**src/rtl/cnn_pkg.sv**
```systemverilog
// Shared constants for the CNN post-processing stages.
package cnn_pkg;

    // valid_in / valid_out encodings
    localparam logic [1:0] VLD_NONE = 2'd0;
    localparam logic [1:0] VLD_A    = 2'd1;
    localparam logic [1:0] VLD_B    = 2'd2;
    localparam logic [1:0] VLD_EOF  = 2'd3;

    // Pooling reduction modes
    localparam int unsigned POOL_MAX = 0;
    localparam int unsigned POOL_AVG = 1;

endpackage

```
**src/rtl/relu_sat.sv**
```systemverilog
// Saturating ReLU: clamps a signed sample into [0, 2^(OUT_W-1)-1].
module relu_sat #(
    parameter int unsigned IN_W  = 20,
    parameter int unsigned OUT_W = 8
) (
    input  logic signed [IN_W-1:0]  data_i,
    output logic        [OUT_W-1:0] data_o
);

    localparam logic signed [IN_W-1:0] SAT_MAX = IN_W'((1 << (OUT_W - 1)) - 1);

    // Negative -> 0, above the largest positive output -> saturate, else pass low bits
    always_comb begin
        if (data_i[IN_W-1]) begin
            data_o = '0;
        end else if (data_i > SAT_MAX) begin
            data_o = SAT_MAX[OUT_W-1:0];
        end else begin
            data_o = data_i[OUT_W-1:0];
        end
    end

endmodule

```
**src/rtl/relu_pool_multi.sv**
```systemverilog
// Multi-channel ReLU + 1-D pooling stage: each channel reduces POOL_N
// consecutive samples to one result by max or truncating average.
module relu_pool_multi
    import cnn_pkg::*;
#(
    parameter int unsigned IN_W      = 20,
    parameter int unsigned OUT_W     = 8,
    parameter int unsigned POOL_N    = 4,
    parameter int unsigned NUM_CH    = 2,
    parameter int unsigned POOL_MODE = POOL_MAX,
    localparam int unsigned CH_W     = (NUM_CH > 1) ? $clog2(NUM_CH) : 1
) (
    input  logic                    clk,
    input  logic                    reset_b,
    input  logic                    dut_run,
    input  logic [1:0]              valid_in,
    input  logic [CH_W-1:0]         ch_in,
    input  logic signed [IN_W-1:0]  conv_in,
    output logic signed [OUT_W-1:0] pool_out,
    output logic [1:0]              valid_out,
    output logic [CH_W-1:0]         ch_out,
    output logic                    partial_drop
);

    localparam int unsigned LOG2N = $clog2(POOL_N);
    // Wide enough to hold POOL_N saturated samples summed without overflow
    localparam int unsigned ACC_W = OUT_W + LOG2N;
    localparam int unsigned CNT_W = LOG2N;
    localparam logic [CNT_W-1:0] CNT_LAST = CNT_W'(POOL_N - 1);

    logic [OUT_W-1:0]  relu_val;
    logic [ACC_W-1:0]  relu_ext;
    logic              data_beat;
    logic              eof_beat;
    logic [NUM_CH-1:0] ch_done;
    logic [NUM_CH-1:0] ch_busy;
    logic [ACC_W-1:0]  acc_upd [NUM_CH];

    logic signed [OUT_W-1:0] pool_q, pool_d;
    logic [1:0]              vld_q, vld_d;
    logic [CH_W-1:0]         ch_q, ch_d;
    logic                    drop_q, drop_d;

    relu_sat #(
        .IN_W  (IN_W),
        .OUT_W (OUT_W)
    ) u_relu (
        .data_i (conv_in),
        .data_o (relu_val)
    );

    assign relu_ext  = ACC_W'(relu_val);
    assign data_beat = dut_run && ((valid_in == VLD_A) || (valid_in == VLD_B));
    assign eof_beat  = dut_run && (valid_in == VLD_EOF);

    for (genvar c = 0; c < NUM_CH; c++) begin : gen_ch
        logic [CNT_W-1:0] cnt_q, cnt_d;
        logic [ACC_W-1:0] acc_q, acc_d, acc_comb;
        logic             hit;

        // Out-of-range channel numbers match no lane and are dropped
        assign hit = data_beat && (ch_in == CH_W'(c));

        // Running reduction of this channel with the current sample
        always_comb begin
            if (POOL_MODE == POOL_AVG) begin
                acc_comb = acc_q + relu_ext;
            end else begin
                acc_comb = (relu_ext > acc_q) ? relu_ext : acc_q;
            end
        end

        // Window position and accumulator next-state
        always_comb begin
            cnt_d = cnt_q;
            acc_d = acc_q;
            if (eof_beat) begin
                cnt_d = '0;
            end else if (hit) begin
                acc_d = (cnt_q == '0) ? relu_ext : acc_comb;
                cnt_d = (cnt_q == CNT_LAST) ? '0 : cnt_q + 1'b1;
            end
        end

        // Per-channel state registers
        always_ff @(posedge clk or posedge reset_b) begin
            if (reset_b) begin
                cnt_q <= '0;
                acc_q <= '0;
            end else begin
                cnt_q <= cnt_d;
                acc_q <= acc_d;
            end
        end

        assign acc_upd[c] = acc_comb;
        assign ch_done[c] = hit && (cnt_q == CNT_LAST);
        assign ch_busy[c] = (cnt_q != '0);
    end

    // Output next-state: completed window, end-of-frame echo, or idle with held data
    always_comb begin
        pool_d = pool_q;
        vld_d  = VLD_NONE;
        ch_d   = ch_q;
        drop_d = drop_q;
        if (eof_beat) begin
            vld_d = VLD_EOF;
            if (|ch_busy) begin
                drop_d = 1'b1;
            end
        end else begin
            for (int i = 0; i < NUM_CH; i++) begin
                if (ch_done[i]) begin
                    vld_d  = valid_in;
                    ch_d   = CH_W'(i);
                    pool_d = (POOL_MODE == POOL_AVG) ? OUT_W'(acc_upd[i] >> LOG2N)
                                                     : acc_upd[i][OUT_W-1:0];
                end
            end
        end
    end

    // Output registers
    always_ff @(posedge clk or posedge reset_b) begin
        if (reset_b) begin
            pool_q <= '0;
            vld_q  <= VLD_NONE;
            ch_q   <= '0;
            drop_q <= 1'b0;
        end else begin
            pool_q <= pool_d;
            vld_q  <= vld_d;
            ch_q   <= ch_d;
            drop_q <= drop_d;
        end
    end

    assign pool_out     = pool_q;
    assign valid_out    = vld_q;
    assign ch_out       = ch_q;
    assign partial_drop = drop_q;

endmodule

```
**config.mk**
```make
export PLATFORM = sky130hd
export DESIGN_NAME = relu_pool_multi
export DESIGN_NICKNAME = d
export VERILOG_FILES = /design/src/rtl/cnn_pkg.sv /design/src/rtl/relu_sat.sv /design/src/rtl/relu_pool_multi.sv
export SDC_FILE = /design/constraint.sdc
export NUM_CORES = 1
export LEC_CHECK = 0
export CORE_MARGIN = 3
export CORE_UTILIZATION = 52
export CTS_CLUSTER_SIZE = 30
export DETAILED_ROUTE_END_ITERATION = 8
export GPL_ROUTABILITY_DRIVEN = 0
export PLACE_DENSITY = 0.76
export SYNTH_ARGS = -nofsm -noshare
export SYNTH_HDL_FRONTEND = slang
export SYNTH_SLANG_ARGS = --single-unit
```
**constraint.sdc**
```tcl
create_clock -name clk -period 2.8 [get_ports clk]
set_input_delay 0.56 -clock clk [delete_from_list [all_inputs] [get_ports clk]]
set_output_delay 0.56 -clock clk [all_outputs]
set_load 0.05 [all_outputs]
```
=== Word-level counts from Yosys, hierarchy flattened ===
Cells that the tools add are included.

* Input bits: 26
* Register bits: 36
* Output and inout port bits: 12

* Bitwise logic cells: 2
* $add $sub $neg: 2
* Reductions and logical operators: 23
* Order comparisons: 3
* Multiplexer cells: 19
* Eq/ne operators: 5

{| class="wikitable"
|+ Operator list
! cell !! count
|-
| 2-to-1 mux 10 bit || 4
|-
| 2-to-1 mux 8 bit || 4
|-
| > comparator 20 x 8 -> 1 bit, second input constant || 1
|-
| > comparator 8 x 10 -> 1 bit || 2
|-
| 2-to-1 mux 2 bit || 9
|-
| nonzero test 2 bit || 7
|-
| equality test 2 bit, second input constant || 4
|-
| AND reduction 2 bit || 4
|-
| logical AND 1 bit || 6
|-
| AND reduction 3 bit || 2
|-
| adder 2 x 1 -> 2 bit, second input constant || 2
|-
| logical NOT 2 bit || 2
|-
| equality test 2 x 1 -> 1 bit, second input constant || 1
|-
| 2-to-1 mux 1 bit || 2
|-
| NOT 1 bit || 2
|-
| OR reduction 2 bit || 1
|-
| logical OR 1 bit || 1
|}

=== Logic depth before layout (Yosys ltp) ===
Gate-level depths: netlist of the first run.

* Word-level depth: 8
* Mapped depth: 13
* Gate-level depth less buffers: 10

=== Cells and area by module ===
Synthesis of the first run repeated with hierarchy kept, for this count alone.

* Cell total of the unflattened synthesis: 198
* Area total of the unflattened synthesis: 2095.8 um^2

{| class="wikitable"
|+ Modules (own cells, without submodules)
! module !! sequential area each (um^2) !! cells each !! area an instance (um^2) !! instances
|-
| relu_pool_multi || 800.8 || 179 || 1959.4 || 1
|-
| relu_sat || 0.0 || 19 || 136.4 || 1
|}

=== Worst setup path after synthesis of the first run ===
Ideal clock, no wire load.

* Path type: input port to flip-flop
* From: input port conv_in[17]
* To: register gen_ch[0].acc_q[0]
* Setup slack: -0.112 ns
* Buffers on the path: 3
* Data required time: 2.675 ns
* Stages: 12
* Data arrival time: 2.787 ns
* Cells stage by stage: nor4_1 and3_1 clkbuf_1 a21oi_1 ha_1 nand4_2 nor3_1 o21bai_1 buf_6 a21o_1 buf_6 mux2_4

* Cells in the longest elaborated chain, start to end: 6

{| class="wikitable"
|+ RTL lines
! element !! RTL line !! source
|-
| start: declaration || relu_pool_multi.sv:18 || <nowiki>input logic signed [IN_W-1:0] conv_in,</nowiki>
|-
| > comparator 20 x 8 -> 1 bit * || relu_sat.sv:16 || <nowiki>end else if (data_i > SAT_MAX) begin</nowiki>
|-
| 2-to-1 mux 8 bit * || relu_sat.sv:16 ||
|-
| 2-to-1 mux 8 bit * || relu_sat.sv:14 || <nowiki>if (data_i[IN_W-1]) begin</nowiki>
|-
| > comparator 8 x 10 -> 1 bit || relu_pool_multi.sv:69 || <nowiki>acc_comb = (relu_ext > acc_q) ? relu_ext : acc_q;</nowiki>
|-
| 2-to-1 mux 10 bit || relu_pool_multi.sv:69 ||
|-
| 2-to-1 mux 10 bit * || relu_pool_multi.sv:80 || <nowiki>acc_d = (cnt_q == '0) ? relu_ext : acc_comb;</nowiki>
|-
| end signal: assignment || relu_pool_multi.sv:89 || <nowiki>acc_q <= '0;</nowiki>
|-
| end signal: assignment || relu_pool_multi.sv:92 || <nowiki>acc_q <= acc_d;</nowiki>
|-
| end: declaration || relu_pool_multi.sv:58 || <nowiki>logic [ACC_W-1:0] acc_q, acc_d, acc_comb;</nowiki>
|}

Mark *: on every way between the ends. The rest lies on a longest branch, timed or not. The select of a mux whose other input is x is not followed.
A chain may end at the register's enable or synchronous reset.

=== Worst setup path in the final report of the first run ===
* From: input port conv_in[12]
* To: register gen_ch[1].acc_q[4]

* Cells in the longest elaborated chain, start to end: 6

{| class="wikitable"
|+ RTL lines
! element !! RTL line
|-
| > comparator 20 x 8 -> 1 bit * || relu_sat.sv:16
|-
| 2-to-1 mux 8 bit * || relu_sat.sv:16
|-
| 2-to-1 mux 8 bit * || relu_sat.sv:14
|-
| > comparator 8 x 10 -> 1 bit || relu_pool_multi.sv:69
|-
| 2-to-1 mux 10 bit || relu_pool_multi.sv:69
|-
| 2-to-1 mux 10 bit * || relu_pool_multi.sv:80
|-
| end signal: assignment || relu_pool_multi.sv:89
|-
| end signal: assignment || relu_pool_multi.sv:92
|-
| end: declaration || relu_pool_multi.sv:58
|}

Marked as above.

==> run_summary.xml, run 1 <==
<?xml version="1.0" encoding="UTF-8"?>
<metrics>
  <group name="run_status">
    <metric name="run_status" unit="">complete, but fails checks</metric>
    <metric name="failing_checks" unit="">negative setup slack</metric>
  </group>
  <group name="power_and_ir_drop">
    <metric name="swShare" unit="">0.394</metric>
    <metric name="power.clock.fraction" unit="">0.193</metric>
    <metric name="reported_leakage_power" unit="uW">0.00145</metric>
    <metric name="power.combinational.fraction" unit="">0.505</metric>
    <metric name="seqPwrFrac" unit="">0.302</metric>
    <metric name="power.total" unit="uW">2550</metric>
    <metric name="power_density" unit="nW/um^2">841</metric>
    <metric name="power.net_switching" unit="uW">1010</metric>
    <metric name="internal_power" unit="uW">1550</metric>
    <metric name="worst_ir_drop_vdd" unit="mV">0.554</metric>
  </group>
  <group name="drt">
    <metric name="wire_per_inst" unit="um">17.6</metric>
    <metric name="drtIter0Drc" unit="">119</metric>
    <metric name="number_of_iterations_in_the_first_detailed_routing_pass" unit="">4</metric>
    <metric name="vias" unit="">1825</metric>
    <metric name="route.antenna.remaining_nets" unit="">0</metric>
    <metric name="avgViaCountPerCell" unit="">5.62</metric>
    <metric name="postRouteWirelength" unit="um">5710</metric>
    <metric name="total_drc_errors_in_the_routed_layout" unit="">0</metric>
  </group>
  <group name="worst_setup_path">
    <metric name="endpoint_kind" unit="">flip-flop</metric>
    <metric name="minimum_setup_slack_among_reg_to_reg_paths" unit="ns">0.68</metric>
    <metric name="critPathMaxFanout" unit="">5</metric>
    <metric name="critPathLaunchType" unit="">input port</metric>
    <metric name="cp_data_required_time" unit="ns">2.97</metric>
    <metric name="r2r-start" unit="">gen_ch[1].acc_q[4]</metric>
    <metric name="cp.arrival" unit="ns">2.99</metric>
    <metric name="rr_worst_depth" unit="">8</metric>
    <metric name="reg2reg_to" unit="">gen_ch[1].acc_q[4]</metric>
    <metric name="timing.setup.critical_path_class" unit="">input port to flip-flop</metric>
  </group>
  <group name="global_route">
    <metric name="number_of_global_route_vias_before_repair" unit="">1839</metric>
    <metric name="largest_net_degree_at_the_start_of_global_routing" unit="">33</metric>
    <metric name="antenna_violations_before_repair" unit="">0</metric>
    <metric name="gr-total-overflow" unit="">0</metric>
    <metric name="grt_pass1_wl" unit="um">8770</metric>
    <metric name="grt_util_all_layers" unit="">0.229</metric>
  </group>
  <group name="logic_synthesis">
    <metric name="synth_area_leader_cell" unit="">dfrtp_1</metric>
    <metric name="syn_inst" unit="">209</metric>
    <metric name="yosys_register_bits" unit="">32</metric>
    <metric name="synth_top_cell_area_share" unit="">0.383</metric>
    <metric name="synth_top_cells_by_area" unit="">dfrtp_1 38%, ha_1 13%, mux2i_1 6.7%</metric>
    <metric name="yosys.cell_types.count" unit="">37</metric>
    <metric name="syn-mean-instance-area" unit="um^2">10.0</metric>
    <metric name="ys.warnings.count" unit="">0</metric>
    <metric name="synth.most_common_cell" unit="">dfrtp_1</metric>
    <metric name="sequential_cell_area_fraction_in_the_yosys_report" unit="">0.383</metric>
    <metric name="list_of_most_frequent_post_synthesis_cells" unit="">32 x dfrtp_1, 31 x inv_1, 22 x nand2_1</metric>
    <metric name="synth-edff-count" unit="">0</metric>
    <metric name="synth_ff_type" unit="">dfrtp_1</metric>
    <metric name="post_synth_arst_share" unit="">1.00</metric>
    <metric name="synth_area" unit="um^2">2090</metric>
  </group>
  <group name="placed_design">
    <metric name="port-buffer-count" unit="">37</metric>
    <metric name="dp_cells" unit="">314</metric>
    <metric name="dpl.hpwl" unit="um">3720</metric>
    <metric name="dpl-instance-area" unit="um^2">2680</metric>
    <metric name="placement.setup.worst_slack" unit="ns">-0.712</metric>
  </group>
  <group name="sta">
    <metric name="layout_setup_ws" unit="ns">-0.0208</metric>
    <metric name="finalHoldViolCount" unit="">0</metric>
    <metric name="timing.final.crit_share" unit="">1.01</metric>
    <metric name="grt_setup_unrepaired" unit="">true</metric>
    <metric name="worst-slew-pin-transition" unit="ns">0.497</metric>
    <metric name="fin_skew" unit="ns">0.0110</metric>
    <metric name="timing.final.crit_period" unit="ns">2.82</metric>
    <metric name="worst_hold_slack" unit="ns">0.490</metric>
    <metric name="fmax" unit="GHz">0.355</metric>
    <metric name="finalSetupViolCount" unit="">6</metric>
    <metric name="slew_headroom" unit="">0.668</metric>
    <metric name="timing_max_transition_violations_final" unit="">0</metric>
  </group>
  <group name="cts">
    <metric name="path_clk_slew" unit="ns">0.07</metric>
    <metric name="clock_tree.root_cell" unit="">clkbuf_8</metric>
    <metric name="max-clock-path-buffers" unit="">2</metric>
    <metric name="cts_inserted_buffers" unit="">5</metric>
    <metric name="cts_sinks" unit="">32</metric>
    <metric name="cts_hold_buffers" unit="">0</metric>
    <metric name="cts.htree.levels" unit="">2</metric>
    <metric name="clock_insertion_delay_worst_skew" unit="ns">0.29</metric>
    <metric name="cts_tree" unit="">done</metric>
  </group>
  <group name="worst_hold_path">
    <metric name="hold_wc_startpoint" unit="">partial_drop</metric>
    <metric name="hold-path-cell-count" unit="">1</metric>
    <metric name="holdPathEnd" unit="">partial_drop</metric>
    <metric name="kind_of_path_behind_the_tightest_hold_check" unit="">flip-flop to flip-flop</metric>
  </group>
  <group name="final_layout">
    <metric name="area_growth" unit="%">45.3</metric>
    <metric name="drive_above_1_share" unit="">0.314</metric>
    <metric name="fin_cells" unit="">325</metric>
    <metric name="diodes" unit="">0</metric>
    <metric name="postLayoutCellArea" unit="um^2">3040</metric>
    <metric name="final_nets" unit="">323</metric>
  </group>
  <group name="run">
    <metric name="timing.max_cap.violations" unit="">0</metric>
  </group>
  <group name="floorplan">
    <metric name="initial_utilization" unit="">0.554</metric>
    <metric name="fp.dieArea" unit="um^2">4820</metric>
    <metric name="fp.dieH" unit="um">69.4</metric>
    <metric name="design.core.area" unit="um^2">3770</metric>
    <metric name="placement_rows" unit="">22</metric>
    <metric name="die_x" unit="um">69.4</metric>
    <metric name="ios" unit="">38</metric>
  </group>
</metrics>
## power by group through the flow
stage          sequential (uW)  clock [uW]  combinational (uW)
3_3_place_gp               765           0                1080
3_5_place_dp               776           0                1110
5_1_grt                    798         524                1380
4_1_cts                    770         496                1220
6_report                   772         493                1290
2_1_floorplan              958           0                 591
## through the flow
step / util / TNS, ns
floorplan: - / 0
global placement: 0.711 / -13.30
detailed placement: 0.711 / -15.06
CTS: 0.785 / 0
global route: 0.806 / -2.55
finish: 0.806 / -0.0746
## worst max-delay path by stage
stage	startpoint	endpoint	slack, ns	cells past startpoint
floorplan	conv_in[17]	gen_ch[0].acc_q[0]	0.01	12
global placement	conv_in[9]	gen_ch[1].acc_q[0]	-0.63	12
detailed placement	conv_in[14]	gen_ch[1].acc_q[0]	-0.71	12
CTS	conv_in[19]	pool_out[4]	0.008	10
global route	conv_in[9]	gen_ch[1].acc_q[4]	-0.15	13
finish	conv_in[12]	gen_ch[1].acc_q[4]	-0.02	13
## layout by cell type (no fill, tap or decap), types with 3 or more instances in the layout
master / n
dfrtp_1: 32
inv_1: 31
clkdlybuf4s50_1: 24
nand2_1: 22
buf_4: 22
ha_1: 17
mux2_4: 14
mux2i_1: 13
a21oi_1: 9
buf_6: 9
o221ai_1: 7
clkbuf_8: 7
a21oi_2: 4
nand2b_1: 4
nor2b_1: 4
a21oi_4: 4
nor2_1: 4
ha_4: 4
clkbuf_2: 4
and2_1: 3
o22ai_1: 3
## layer usage
layer,global-route usage,share of wire,vias up
met2,0.379,0.52,49
li1,-,-,866
met3,0.0362,0.040,18
met1,0.303,0.41,892
met5,0,0,-
met4,0.0781,0.027,0
## sequential cells by signal (all words and copies together) (netlist names)
register / count
ch_out: 1
gen_ch.acc_q: 16
gen_ch.cnt_q: 4
partial_drop: 1
pool_out: 8
valid_out: 2
## timing repair
item | CTS | global route
hold endpoints to repair | 0 | 0
setup endpoints to repair | 24 | 22
pin swaps | 14 | 13
buffers inserted | 3 | 2
resized for setup | 52 | 29
## critical path: stages
cell and delay, ns:
buf_6 0.09, nor4_4 0.26, and3_4 0.22, buf_6 0.13
a21oi_4 0.06, buf_6 0.14, ha_4 0.25, nand4_1 0.20
a211oi_2 0.28, o21bai_4 0.13, a21oi_4 0.19, buf_6 0.16
mux2_4 0.30
## cell type report
cell class	instances	area (um^2)
clock inverter	1	30.0
timing repair buffer	65	584
sequential	32	801
clock buffer	7	96.3
tap	48	60.1
fill	217	733
multi-input combinational	141	1350
inverter	31	116
## kinds of logic (layout without fill, tap and decap cells)
logic type	after synthesis	count (layout)	synth area share
mux	28	28	0.155
compound gates	40	40	0.136
flops	32	32	0.383
buf+inv	37	104	0.0772
fa+ha+maj	21	21	0.126
other cells	1	2	0.00179
simple gates	50	50	0.121
No activity file was read; power rests on OpenSTA's default activity.
==> inputs of run 2 (changes only) <==
- SETUP_SLACK_MARGIN: default -> 0.02
- clock period: 2.8 -> 3.13 ns (I/O delays scaled with it)
==> run 2 against run 1 <==
  * The run now ends clean
  * Die area unchanged
  * Sequential cell count unchanged
  * Total power decreased by 15%
  * Cell count decreased by 2.5%
  * Critical endpoint is now pool_out[5]
==> run_summary.xml, run 2 (synthesis results as in run 1) <==
<?xml version="1.0" encoding="UTF-8"?>
<metrics>
  <group name="power_and_ir_drop">
    <metric name="internal_power" unit="uW">1260</metric>
    <metric name="power.combinational.fraction" unit="">0.519</metric>
    <metric name="seqPwrFrac" unit="">0.322</metric>
    <metric name="power.net_switching" unit="uW">909</metric>
    <metric name="worst_ir_drop_vdd" unit="mV">0.413</metric>
    <metric name="reported_leakage_power" unit="uW">0.00139</metric>
    <metric name="power.clock.fraction" unit="">0.158</metric>
    <metric name="power_density" unit="nW/um^2">733</metric>
    <metric name="swShare" unit="">0.419</metric>
  </group>
  <group name="run">
    <metric name="timing.max_cap.violations" unit="">0</metric>
  </group>
  <group name="sta">
    <metric name="fin_skew" unit="ns">0.0115</metric>
    <metric name="layout_setup_ws" unit="ns">0.0340</metric>
    <metric name="timing.final.crit_share" unit="">0.989</metric>
    <metric name="finalHoldViolCount" unit="">0</metric>
    <metric name="fmax" unit="GHz">0.323</metric>
    <metric name="totalNegativeSetupSlack" unit="ns">0</metric>
    <metric name="timing_max_transition_violations_final" unit="">0</metric>
    <metric name="slew_headroom" unit="">0.660</metric>
    <metric name="worst-slew-pin-transition" unit="ns">0.509</metric>
    <metric name="finalSetupViolCount" unit="">0</metric>
    <metric name="timing.final.crit_period" unit="ns">3.10</metric>
  </group>
  <group name="drt">
    <metric name="number_of_iterations_in_the_first_detailed_routing_pass" unit="">4</metric>
    <metric name="wire_per_inst" unit="um">17.3</metric>
    <metric name="avgViaCountPerCell" unit="">5.54</metric>
    <metric name="drtIter0Drc" unit="">98</metric>
    <metric name="route.antenna.remaining_nets" unit="">0</metric>
    <metric name="vias" unit="">1755</metric>
    <metric name="total_drc_errors_in_the_routed_layout" unit="">0</metric>
    <metric name="postRouteWirelength" unit="um">5470</metric>
  </group>
  <group name="final_layout">
    <metric name="postLayoutCellArea" unit="um^2">2960</metric>
    <metric name="fillers" unit="">240</metric>
    <metric name="diodes" unit="">0</metric>
    <metric name="area_growth" unit="%">41.5</metric>
    <metric name="drive_above_1_share" unit="">0.264</metric>
    <metric name="largest_register" unit="">gen_ch.acc_q</metric>
    <metric name="final_nets" unit="">315</metric>
    <metric name="number_of_flip_flops_in_the_largest_register" unit="">16</metric>
    <metric name="postLayoutCoreUtil" unit="">0.784</metric>
    <metric name="most-common-layout-cells" unit="">32 x dfrtp_1, 32 x clkdlybuf4s50_1, 31 x inv_1</metric>
  </group>
  <group name="worst_setup_path">
    <metric name="cp_data_required_time" unit="ns">3.28</metric>
    <metric name="timing.setup.critical_path_class" unit="">input port to flip-flop</metric>
    <metric name="crit_top_cell" unit="">buf_6</metric>
    <metric name="critical_path.n_buffers_inverters" unit="">3</metric>
    <metric name="path_cells" unit="">clkdlybuf4s50_1, nor4_2, and3_4, buf_6, a21oi_2, ha_1, a21oi_1, o221ai_2, o21bai_4, buf_6, mux2i_2, o221ai_1</metric>
    <metric name="worst_path_max_stage_delay" unit="ns">0.43</metric>
    <metric name="critPathMaxFanout" unit="">8</metric>
    <metric name="endpoint_kind" unit="">flip-flop</metric>
    <metric name="critPathTopFamily" unit="">compound AO/OA/AOI/OAI gates</metric>
    <metric name="critPathLaunchType" unit="">input port</metric>
    <metric name="cp.arrival" unit="ns">3.24</metric>
    <metric name="critical_path.slowest_cell" unit="">clkdlybuf4s50_1</metric>
  </group>
  <group name="global_route">
    <metric name="gr-total-overflow" unit="">0</metric>
    <metric name="number_of_global_route_vias_before_repair" unit="">1722</metric>
    <metric name="grt_util_all_layers" unit="">0.220</metric>
    <metric name="antenna_violations_before_repair" unit="">0</metric>
    <metric name="grt_pass1_wl" unit="um">8430</metric>
    <metric name="largest_net_degree_at_the_start_of_global_routing" unit="">33</metric>
  </group>
  <group name="floorplan">
    <metric name="initial_utilization" unit="">0.554</metric>
    <metric name="design.core.area" unit="um^2">3770</metric>
    <metric name="ios" unit="">38</metric>
    <metric name="die_x" unit="um">69.4</metric>
    <metric name="fp.dieArea" unit="um^2">4820</metric>
    <metric name="placement_rows" unit="">22</metric>
    <metric name="fp.dieH" unit="um">69.4</metric>
  </group>
  <group name="cts">
    <metric name="path_clk_slew" unit="ns">0.07</metric>
    <metric name="cts.htree.levels" unit="">2</metric>
    <metric name="cts_sinks" unit="">32</metric>
    <metric name="clock_insertion_delay_worst_skew" unit="ns">0.30</metric>
    <metric name="clock_tree.root_cell" unit="">clkbuf_8</metric>
    <metric name="max-clock-path-buffers" unit="">2</metric>
    <metric name="cts_tree" unit="">done</metric>
    <metric name="cts_inserted_buffers" unit="">5</metric>
  </group>
  <group name="placed_design">
    <metric name="dpl-instance-area" unit="um^2">2620</metric>
    <metric name="dpl.hpwl" unit="um">3730</metric>
    <metric name="placement.setup.worst_slack" unit="ns">-0.376</metric>
    <metric name="port-buffer-count" unit="">37</metric>
  </group>
  <group name="worst_hold_path">
    <metric name="kind_of_path_behind_the_tightest_hold_check" unit="">flip-flop to flip-flop</metric>
  </group>
  <group name="run_status">
    <metric name="run_status" unit="">complete, no violations</metric>
  </group>
</metrics>
[run 2: cell count changes in the layout (fill, tap and decap cells not counted), moves of 4 or more]
cell and change:
buf_4 -6, mux2_2 +5, buf_6 -7, dlymetal6s2s_1 +4, mux2_4 -5, clkbuf_2 -4, clkdlybuf4s50_1 +8
[run 2: final cells by class]
cell class / count / area, um^2 / area share
timing repair buffer: 57 / 566 / 0.191
clock inverter: 2 / 15.0 / 0.00508
clock buffer: 6 / 82.6 / 0.0279
tap: 48 / 60.1 / 0.0203
multi-input combinational: 141 / 1320 / 0.445
sequential: 32 / 801 / 0.271
inverter: 31 / 116 / 0.0393
[run 2: power groups by stage]
stage / clock [uW] / combinational, uW / sequential [uW]
6_report: 343 / 1130 / 699
5_1_grt: 373 / 1210 / 723
4_1_cts: 353 / 1000 / 694
3_5_place_dp: 0 / 990 / 702
3_3_place_gp: 0 / 973 / 694
2_1_floorplan: 0 / 528 / 857
[run 2: metrics by stage]
stage                     hold WS, ns  instances  total power, uW
after floorplan                 0.467        210             1380
after global placement          0.448        306             1670
after detailed placement        0.461        306             1690
after CTS                       0.477        315             2050
after global routing            0.504        317             2310
final                           0.469        317             2170
[run 2: worst register-to-register path: stages (launching register included)]
cell	delay, ns
dfrtp_1	0.34
inv_1	0.07
ha_1	0.38
a21oi_1	0.26
o221ai_2	0.15
o21bai_4	0.19
buf_6	0.18
mux2i_2	0.25
o221ai_1	0.16
[run 2: repair_timing]
| item | in CTS | in global routing |
|---|---|---|
| gates resized for setup | 6 | 33 |
| endpoints found under the setup margin | 22 | 23 |
| hold endpoints to repair | 0 | 0 |
| buffers inserted | 1 | 3 |
| pin swaps | 4 | 16 |
| hold buffers | 0 | 0 |
[run 2: path summary, 6_finish.rpt]
check	slack [ns]	cells past startpoint	endpoint	start
max	0.03	12	pool_out[5]	conv_in[11]
min	0.47	1	partial_drop	partial_drop
max reg2reg	0.99	8	pool_out[5]	gen_ch[0].acc_q[7]
min reg2reg	0.47	1	partial_drop	partial_drop
max in group asynchronous	2.11	3	partial_drop	reset_b
min in group asynchronous	0.71	3	gen_ch[1].cnt_q[0]	reset_b
[run 2: routing by layer]
metal	vias up	part of all wire	wire length, um	track usage
met5	-	0	0	0
met4	0	0.031	167	0.0716
met3	13	0.041	224	0.0507
li1	848	-	-	-
met2	49	0.46	2540	0.325
met1	845	0.46	2540	0.319
==> inputs of run 3 (changes only) <==
- CORE_ASPECT_RATIO: default -> 0.5
- CTS_BUF_LIST: default -> sky130_fd_sc_hd__clkbuf_4 sky130_fd_sc_hd__clkbuf_8 sky130_fd_sc_hd__clkbuf_16
- clock period: 3.13 -> 3.56 ns (I/O delays scaled with it)
==> run 3 against run 2 <==
  * Total power shrank 19%
  * Register-to-register slack better by 0.46 ns
  * Combinational power shrank 24%
  * Via count down 3.6%
  * Non-clock buffer count is 11 lower
  * Cell area is 10% lower
  * Worst hold slack gained 0.0062 ns
  * Clock skew is 0.0048 ns lower
  * Critical endpoint is now gen_ch[1].acc_q[5]
==> run_summary.xml, run 3 (synthesis results as in run 1) <==
<?xml version="1.0" encoding="UTF-8"?>
<metrics>
  <group name="floorplan">
    <metric name="ios" unit="">38</metric>
    <metric name="initial_utilization" unit="">0.574</metric>
    <metric name="fp.dieH" unit="um">50.8</metric>
    <metric name="fp.dieArea" unit="um^2">4860</metric>
    <metric name="placement_rows" unit="">15</metric>
    <metric name="die_x" unit="um">95.7</metric>
    <metric name="design.core.area" unit="um^2">3640</metric>
  </group>
  <group name="final_layout">
    <metric name="area_growth" unit="%">27.1</metric>
    <metric name="number_of_flip_flops_in_the_largest_register" unit="">16</metric>
    <metric name="most-common-layout-cells" unit="">37 x clkdlybuf4s50_1, 32 x dfrtp_1, 31 x inv_1</metric>
    <metric name="mostFrequentLayoutCell" unit="">clkdlybuf4s50_1</metric>
    <metric name="drive_above_1_share" unit="">0.143</metric>
    <metric name="final_nets" unit="">304</metric>
    <metric name="fin_cells" unit="">309</metric>
    <metric name="largest_register" unit="">gen_ch.acc_q</metric>
    <metric name="diodes" unit="">0</metric>
  </group>
  <group name="worst_setup_path">
    <metric name="critPathTopFamily" unit="">compound AO/OA/AOI/OAI gates</metric>
    <metric name="rr_worst_depth" unit="">8</metric>
    <metric name="minimum_setup_slack_among_reg_to_reg_paths" unit="ns">1.45</metric>
    <metric name="critical_path.slowest_cell" unit="">clkdlybuf4s50_1</metric>
    <metric name="critPathLaunchType" unit="">input port</metric>
    <metric name="critical_path.n_buffers_inverters" unit="">2</metric>
    <metric name="cp.arrival" unit="ns">3.44</metric>
    <metric name="path_depth" unit="">11</metric>
    <metric name="endpoint_kind" unit="">flip-flop</metric>
    <metric name="cp_data_required_time" unit="ns">3.73</metric>
    <metric name="timing.setup.critical_path_class" unit="">input port to flip-flop</metric>
    <metric name="critPathMaxFanout" unit="">8</metric>
    <metric name="worst_path_max_stage_delay" unit="ns">0.47</metric>
    <metric name="path_cells" unit="">clkdlybuf4s50_1, nor4_1, and3_2, a21oi_1, inv_1, ha_1, nand2b_1, a211oi_1, o21bai_1, a21oi_4, mux2_2</metric>
  </group>
  <group name="sta">
    <metric name="fmax" unit="GHz">0.306</metric>
    <metric name="fin_skew" unit="ns">0.00671</metric>
    <metric name="slew_headroom" unit="">0.653</metric>
    <metric name="finalSetupViolCount" unit="">0</metric>
    <metric name="timing.final.crit_period" unit="ns">3.27</metric>
    <metric name="timing.final.crit_share" unit="">0.919</metric>
    <metric name="grt_setup_unrepaired" unit="">false</metric>
    <metric name="finalHoldViolCount" unit="">0</metric>
    <metric name="totalNegativeSetupSlack" unit="ns">0</metric>
    <metric name="timing_max_transition_violations_final" unit="">0</metric>
    <metric name="worst-slew-pin-transition" unit="ns">0.520</metric>
  </group>
  <group name="cts">
    <metric name="clock_tree.root_cell" unit="">clkbuf_8</metric>
    <metric name="cts_sinks" unit="">32</metric>
    <metric name="path_clk_slew" unit="ns">0.07</metric>
    <metric name="max-clock-path-buffers" unit="">2</metric>
    <metric name="post-cts-setup-buffers" unit="">0</metric>
    <metric name="cts.htree.levels" unit="">2</metric>
    <metric name="clock_insertion_delay_worst_skew" unit="ns">0.29</metric>
    <metric name="cts_hold_buffers" unit="">0</metric>
    <metric name="cts_tree" unit="">done</metric>
    <metric name="cts_inserted_buffers" unit="">5</metric>
  </group>
  <group name="drt">
    <metric name="vias" unit="">1691</metric>
    <metric name="wire_per_inst" unit="um">15.6</metric>
    <metric name="postRouteWirelength" unit="um">4820</metric>
    <metric name="avgViaCountPerCell" unit="">5.47</metric>
    <metric name="total_drc_errors_in_the_routed_layout" unit="">0</metric>
    <metric name="route.antenna.remaining_nets" unit="">0</metric>
    <metric name="number_of_iterations_in_the_first_detailed_routing_pass" unit="">5</metric>
    <metric name="drtIter0Drc" unit="">60</metric>
  </group>
  <group name="global_route">
    <metric name="globalRoute.busiestLayer" unit="">met2</metric>
    <metric name="grt_util_all_layers" unit="">0.219</metric>
    <metric name="met1_demand_to_capacity_share_in_global_routing" unit="">0.277</metric>
    <metric name="number_of_global_route_vias_before_repair" unit="">1735</metric>
    <metric name="largest_net_degree_at_the_start_of_global_routing" unit="">33</metric>
    <metric name="grt_pass1_wl" unit="um">7960</metric>
    <metric name="globalRouteMet2Util" unit="">0.361</metric>
    <metric name="gr-usage-met3" unit="">0.0618</metric>
    <metric name="antenna_violations_before_repair" unit="">0</metric>
    <metric name="gr-total-overflow" unit="">0</metric>
  </group>
  <group name="power_and_ir_drop">
    <metric name="reported_leakage_power" unit="uW">0.00127</metric>
    <metric name="worst_ir_drop_vdd" unit="mV">0.315</metric>
    <metric name="swShare" unit="">0.410</metric>
    <metric name="power.combinational.fraction" unit="">0.491</metric>
    <metric name="power.net_switching" unit="uW">722</metric>
    <metric name="internal_power" unit="uW">1040</metric>
    <metric name="seqPwrFrac" unit="">0.343</metric>
    <metric name="power_density" unit="nW/um^2">662</metric>
    <metric name="power.clock.fraction" unit="">0.166</metric>
  </group>
  <group name="placed_design">
    <metric name="dpl.hpwl" unit="um">3700</metric>
    <metric name="port-buffer-count" unit="">37</metric>
    <metric name="dp_cells" unit="">301</metric>
  </group>
  <group name="worst_hold_path">
    <metric name="hold-path-cell-count" unit="">1</metric>
    <metric name="kind_of_path_behind_the_tightest_hold_check" unit="">flip-flop to flip-flop</metric>
  </group>
  <group name="run">
    <metric name="timing.max_cap.violations" unit="">0</metric>
  </group>
  <group name="run_status">
    <metric name="run_status" unit="">complete, no violations</metric>
  </group>
</metrics>
[run 3: changes by cell type in the layout (fill, tap and decap cells not counted), moves of 3 or more]
cell,previous run,this run
nor4_1,0,3
dlymetal6s2s_1,5,0
buf_4,16,8
ha_1,18,21
a21oi_2,5,0
a21oi_1,8,16
a21oi_4,4,1
nor4_2,3,0
clkdlybuf4s50_1,32,37
ha_4,3,0
[run 3: final cells by class]
class | instances | area [um^2]
tap | 51 | 63.8
sequential | 32 | 801
multi-input combinational | 141 | 1130
inverter | 31 | 116
fill | 270 | 983
timing repair buffer | 46 | 450
clock buffer | 6 | 82.6
clock inverter | 2 | 10.0
[run 3: worst reg2reg max path: cells and delay by family (launching register included)]
| kind | cells | cell delay [ns] |
|---|---|---|
| adders and majority gates | 1 | 0.30 |
| muxes | 1 | 0.24 |
| AOI/OAI and AO/OA | 4 | 0.70 |
| buffers and inverters | 2 | 0.34 |
| DFF | 1 | 0.38 |
[run 3: path summary, 6_finish.rpt]
check                                      to               start
hold / removal                   partial_drop        partial_drop
hold reg to reg                  partial_drop        partial_drop
setup / recovery           gen_ch[1].acc_q[5]         conv_in[15]
max in group asynchronous  gen_ch[1].acc_q[5]             reset_b
setup reg to reg                  pool_out[0]  gen_ch[1].acc_q[3]
min in group asynchronous  gen_ch[1].acc_q[4]             reset_b
[run 3: power by group through the flow]
stage	Clock [uW]	Combinational (uW)	Sequential, uW
2_1_floorplan	0	464	754
3_3_place_gp	0	840	600
3_5_place_dp	0	863	609
4_1_cts	298	873	602
5_1_grt	317	952	622
6_report	293	864	604
[run 3: repair_timing]
action | CTS | global route
hold endpoints to repair | 0 | 0
endpoints found under the setup margin | 0 | 10
gates resized for setup | 0 | 1
[run 3: per-stage QoR]
step	setup slack, ns	hold WS (ns)	utilization	cell area (um^2)	power [uW]
6_report	0.287	0.475	0.730	2660	1760
3_5_place_dp	-0.112	0.460	0.704	2560	1470
5_1_grt	0.0689	0.496	0.730	2660	1890
3_3_place_gp	0.0225	0.455	0.704	2560	1440
4_1_cts	0.189	0.480	0.730	2660	1770
2_1_floorplan	0.496	0.467	-	2090	1220
[run 3: layer usage]
| layer | up-vias | part of all wire |
|---|---|---|
| li1 | 826 | - |
| met1 | 808 | 0.45 |
| met2 | 51 | 0.47 |
| met3 | 6 | 0.074 |
| met4 | 0 | 0.011 |
| met5 | - | 0 |
